===== src/rtl/adder_tree_feeder.sv =====
// Serial-to-parallel operand feeder for a pipelined CSA adder tree: collects I_DATA_N words,
// waits TREE_LAT cycles for the tree, then holds the captured sum until downstream takes it.
module adder_tree_feeder #(
    parameter int unsigned I_DATA_W = 3,
    parameter int unsigned I_DATA_N = 4,
    parameter int unsigned TREE_LAT = 2,
    parameter int unsigned SUM_W    = 6
) (
    input  logic                               clk,
    input  logic                               rst_n,
    input  logic                               i_valid,
    output logic                               o_ready,
    input  logic [I_DATA_W-1:0]                i_data,
    output logic [0:I_DATA_N-1][I_DATA_W-1:0]  o_tree_data,
    input  logic [SUM_W-1:0]                   i_tree_sum,
    output logic                               o_valid,
    input  logic                               i_ready,
    output logic [SUM_W-1:0]                   o_data,
    output logic                               o_busy
);

    localparam int unsigned CNT_W = $clog2(I_DATA_N);
    localparam int unsigned LAT_W = 4;
    localparam logic [CNT_W-1:0] LAST_IDX = CNT_W'(I_DATA_N - 1);
    localparam logic [LAT_W-1:0] LAT_END  = LAT_W'(TREE_LAT);

    if (SUM_W < I_DATA_W + $clog2(I_DATA_N) || I_DATA_N < 3 || I_DATA_N > 32 ||
        TREE_LAT < 1 || TREE_LAT > 15) begin : g_bad_params
        $error("adder_tree_feeder: illegal parameter combination");
    end

    typedef enum logic [1:0] {StCollect, StWait, StHold} state_e;

    state_e                              r_state;
    state_e                              w_state_next;
    logic [CNT_W-1:0]                    r_word_cnt;
    logic [LAT_W-1:0]                    r_lat_cnt;
    logic [0:I_DATA_N-1][I_DATA_W-1:0]   r_tree_data;
    logic [SUM_W-1:0]                    r_data;
    logic                                r_valid;

    logic w_accept;
    logic w_last;
    logic w_capture;
    logic w_release;

    always_comb begin
        w_state_next = r_state;
        w_accept     = 1'b0;
        w_last       = 1'b0;
        w_capture    = 1'b0;
        w_release    = 1'b0;
        o_ready      = 1'b0;
        o_busy       = 1'b0;
        unique case (r_state)
            StCollect: begin
                o_ready  = 1'b1;
                w_accept = i_valid;
                w_last   = i_valid && (r_word_cnt == LAST_IDX);
                if (w_last) begin
                    w_state_next = StWait;
                end
            end
            StWait: begin
                o_busy    = 1'b1;
                w_capture = (r_lat_cnt == LAT_END);
                if (w_capture) begin
                    w_state_next = StHold;
                end
            end
            StHold: begin
                o_busy    = 1'b1;
                w_release = i_ready;
                if (w_release) begin
                    w_state_next = StCollect;
                end
            end
            default: w_state_next = StCollect;
        endcase
    end

    always_ff @(posedge clk) begin
        if (!rst_n) begin
            r_state <= StCollect;
        end else begin
            r_state <= w_state_next;
        end
    end

    // Operand slots are only ever written on accept, so they stay frozen through WAIT/HOLD.
    always_ff @(posedge clk) begin
        if (!rst_n) begin
            r_word_cnt  <= '0;
            r_lat_cnt   <= '0;
            r_tree_data <= '0;
            r_data      <= '0;
            r_valid     <= 1'b0;
        end else begin
            if (w_accept) begin
                r_tree_data[r_word_cnt] <= i_data;
                r_word_cnt <= w_last ? '0 : r_word_cnt + CNT_W'(1);
            end
            if (w_last) begin
                r_lat_cnt <= '0;
            end else if (r_state == StWait && !w_capture) begin
                r_lat_cnt <= r_lat_cnt + LAT_W'(1);
            end
            if (w_capture) begin
                r_data  <= i_tree_sum;
                r_valid <= 1'b1;
            end else if (w_release) begin
                r_valid <= 1'b0;
            end
        end
    end

    assign o_tree_data = r_tree_data;
    assign o_data      = r_data;
    assign o_valid     = r_valid;

endmodule


===== config.mk =====
export PLATFORM = sky130hd
export DESIGN_NAME = adder_tree_feeder
export DESIGN_NICKNAME = d
export VERILOG_FILES = /design/src/rtl/adder_tree_feeder.sv
export SDC_FILE = /design/constraint.sdc
export NUM_CORES = 1
export LEC_CHECK = 0
export BUFFER_PORTS_ARGS = -buffer_cell sky130_fd_sc_hd__buf_2
export CAP_MARGIN = 20
export CORE_UTILIZATION = 30
export DETAILED_ROUTE_END_ITERATION = 8
export MAX_ROUTING_LAYER = met4
export SYNTH_ARGS = -nofsm -noshare
export SYNTH_HDL_FRONTEND = slang
export SYNTH_SLANG_ARGS = --single-unit
export TNS_END_PERCENT = 100

===== constraint.sdc =====
create_clock -name clk -period 1.6 [get_ports clk]
set_input_delay 0.4 -clock clk [delete_from_list [all_inputs] [get_ports clk]]
set_output_delay 0.4 -clock clk [all_outputs]
set_load 0.01 [all_outputs]

==> results.cfg <==
[timing]
hold_viol_final = 0
tightest_slew_ps = 385
finalWorstPathRequiredPeriod_ps = 1590
slew_violations = 0
rsz0062_at_grt = yes
setup_viol = 0
finalCritPeriodShare_pct = 99.7
hold_ws_ps = 394
slew_headroom_pct = 74.3
skew_ps = 5.57
max_freq_mhz = 627
setup-tns-final_ps = 0

[worst_setup_path]
r2r_setup_slack_ps = 6
cp_data_required_time_ps = 1800
start_kind = register
arrival_ps = 1790
cp-end-kind = register
worstPathMaxFanout = 3
crit_type = register to register
reg2reg_depth = 5
critPathBufInv = 1
r2r_start = r_lat_cnt[0]$_SDFFE_PP0P_
cpPeakStageDelay_ps = 420
crit_family = simple AND/OR/NAND/NOR gates
path_cells = inv_2, ha_4, or3b_4, a221oi_4, mux2i_1
crit_slowest_cell = or3b_4
worstReg2RegEnd = r_state[0]$_SDFFE_PN0P_

[synth]
synth_warnings = 0
post_synth_num_cell_types = 24
yosysSeqAreaShare_pct = 43.4
synth.net_count = 142
synth_area_per_cell_um2 = 10.4
synth_area_um2 = 1240
synth_cells = 120
ys_seq_elements = 27

[clock_network]
cts_sinks = 27
clockRootBuffer = clkbuf_8
h-tree-depth = 1
cts_made_buffers = 3
clock_path_buffers = 2
postCtsHoldBufs = 0
path_clk_slew_ps = 90
clk_latency_ps = 270
cts_tree = done

[route]
drtIter0Drc = 9
vias = 951
firstDrtPassIters = 4
ant_nets = 0
viasPerCell = 4.57
drc = 0
wl_per_cell_um = 12.2
wirelength_mm = 2.54

[power]
power.density_nw_per_um2 = 1080
p_leak_nw = 0.716
vdd_ir_drop_max_mv = 0.593

[hold_path]
hp-class = input pin to register
holdPathStages = 3
hold_end = o_data[2]$_SDFFE_PN0P_
hold_start = i_tree_sum[2]

[status]
status = finished, final reports clean

[layout]
area_growth_pct = 26.0
nets = 181
n_fill_cell = 404
regArea_um2 = 543
multiInputGateArea_um2 = 678
n_antenna_cell = 0
drive_gt1_share_pct = 33.5
final_common_cell = buf_2
layout_common_cells = buf_2 (33), dfxtp_1 (25), nor2b_1 (20), mux2i_1 (19), nand2_1 (9)

[grt]
grt_overflow = 0
antenna_found_initial = 0
grt_pass1_wl_mm = 4.16
grt_pass1_vias = 944
grt_max_degree = 20
grtUsageTotal_pct = 12.9

[die]
fp.dieH_um = 66.4
rows = 23
io_pins = 34
core_region_area_um2 = 4000
fp.dieW_um = 66.4
initial_utilization_pct = 31.1
die-area_um2 = 4410

[placed_design]
port_buffers = 33
gp_congestion = 0.707
dp_hpwl_mm = 1.91

[job]
cap_violations = 0
-- tightest hold or removal path, stage by stage --
cell     delay (ps)
buf_2            80
mux2i_1          60
nor2b_1         100
-- area by class of cell --
cell class	instances	area share (%)
Clock buffer	4	2.87
Inverter	6	1.44
Multi-Input combinational cell	81	43.2
Sequential cell	27	34.6
Tap cell	50	3.99
Timing Repair Buffer	40	13.9
-- cell usage after synthesis (all sizes together) --
library cell / n / area [um2]
nand4: 1 / 6.26
nor3: 1 / 5.00
xnor2: 1 / 8.76
nor2: 2 / 7.51
mux2i: 19 / 190
a21boi: 1 / 7.51
a311oi: 1 / 8.76
buf: 4 / 26.3
nand2: 9 / 33.8
a21o: 1 / 8.76
o2bb2ai: 1 / 8.76
a2111oi: 1 / 15.0
nor2b: 20 / 125
and4bb: 1 / 12.5
dfxtp: 27 / 541
ha: 9 / 113
xor2: 2 / 17.5
nand3: 6 / 30.0
inv: 6 / 22.5
or3b: 1 / 8.76
a21oi: 3 / 15.0
clkbuf: 2 / 7.51
a221oi: 1 / 26.3
-- worst max path at each step --
| stage | from | end | slack [ps] | cells past startpoint |
|---|---|---|---|---|
| global route | r_lat_cnt[0]$_SDFFE_PP0P_ | r_state[0]$_SDFFE_PN0P_ | -40 | 5 |
| CTS | r_lat_cnt[0]$_SDFFE_PP0P_ | r_state[0]$_SDFFE_PN0P_ | 20 | 5 |
| global placement | r_lat_cnt[0]$_SDFFE_PP0P_ | r_state[0]$_SDFFE_PN0P_ | 50 | 5 |
| floorplan | r_lat_cnt[0]$_SDFFE_PP0P_ | r_state[0]$_SDFFE_PN0P_ | 40 | 6 |
| finish | r_lat_cnt[0]$_SDFFE_PP0P_ | r_state[0]$_SDFFE_PN0P_ | 6 | 5 |
| detailed placement | r_lat_cnt[0]$_SDFFE_PP0P_ | r_state[0]$_SDFFE_PN0P_ | -40 | 5 |
-- metal layers --
metal  track usage [%]  vias up  wire length (um)
li1                  -      480                 -
met1              15.0      432              1160
met2              20.4       30              1190
met3              3.28        9               134
met4              6.65        0                53
met5                 -        -                 0
-- stage by stage --
stage	instance area [um2]	utilization [%]	total power, mW	instances	setup slack [ps]
finish	1570	39.2	1.69	208	5.53
global route	1570	39.2	1.81	208	-39.4
CTS	1530	38.2	1.65	206	19.7
detailed placement	1480	36.9	1.26	202	-35.4
global placement	1480	36.9	1.23	202	46.2
floorplan	1240	-	1.12	120	41.1
-- registers in the layout (all words and copies together) (netlist names) --
| register | count |
|---|---|
| r_lat_cnt | 4 |
| o_tree_data | 12 |
| r_state | 2 |
| o_valid | 1 |
| o_data | 6 |
| r_word_cnt | 2 |
-- power by group --
| part | internal, mW | total, mW | switching, mW | leakage (nW) |
|---|---|---|---|---|
| clock | 0.178 | 0.378 | 0.200 | 0.0228 |
| sequential | 0.736 | 0.781 | 0.0448 | 0.220 |
| combinational | 0.257 | 0.529 | 0.272 | 0.473 |
| total | 1.17 | 1.69 | 0.516 | 0.716 |
-- kinds of logic after synthesis --
logic type                 count (synthesis)  share of synthesized area [%]
buffers and inverters                     12                           4.52
and+or+nand+nor                           41                           18.4
DFF                                       27                           43.4
adders and majority gates                  9                           9.05
muxes                                     19                           15.3
AOI/OAI and AO/OA                          9                           7.24
xor gates and xnor gates                   3                           2.11
-- what timing repair did --
item / 4_1_cts / 5_1_grt
resized for setup: 3 / 5
pin swaps: 1 / 2
endpoints found under the setup margin: 3 / 3
setup buffers: 0 / 2
No activity file was read; power rests on OpenSTA's default activity.
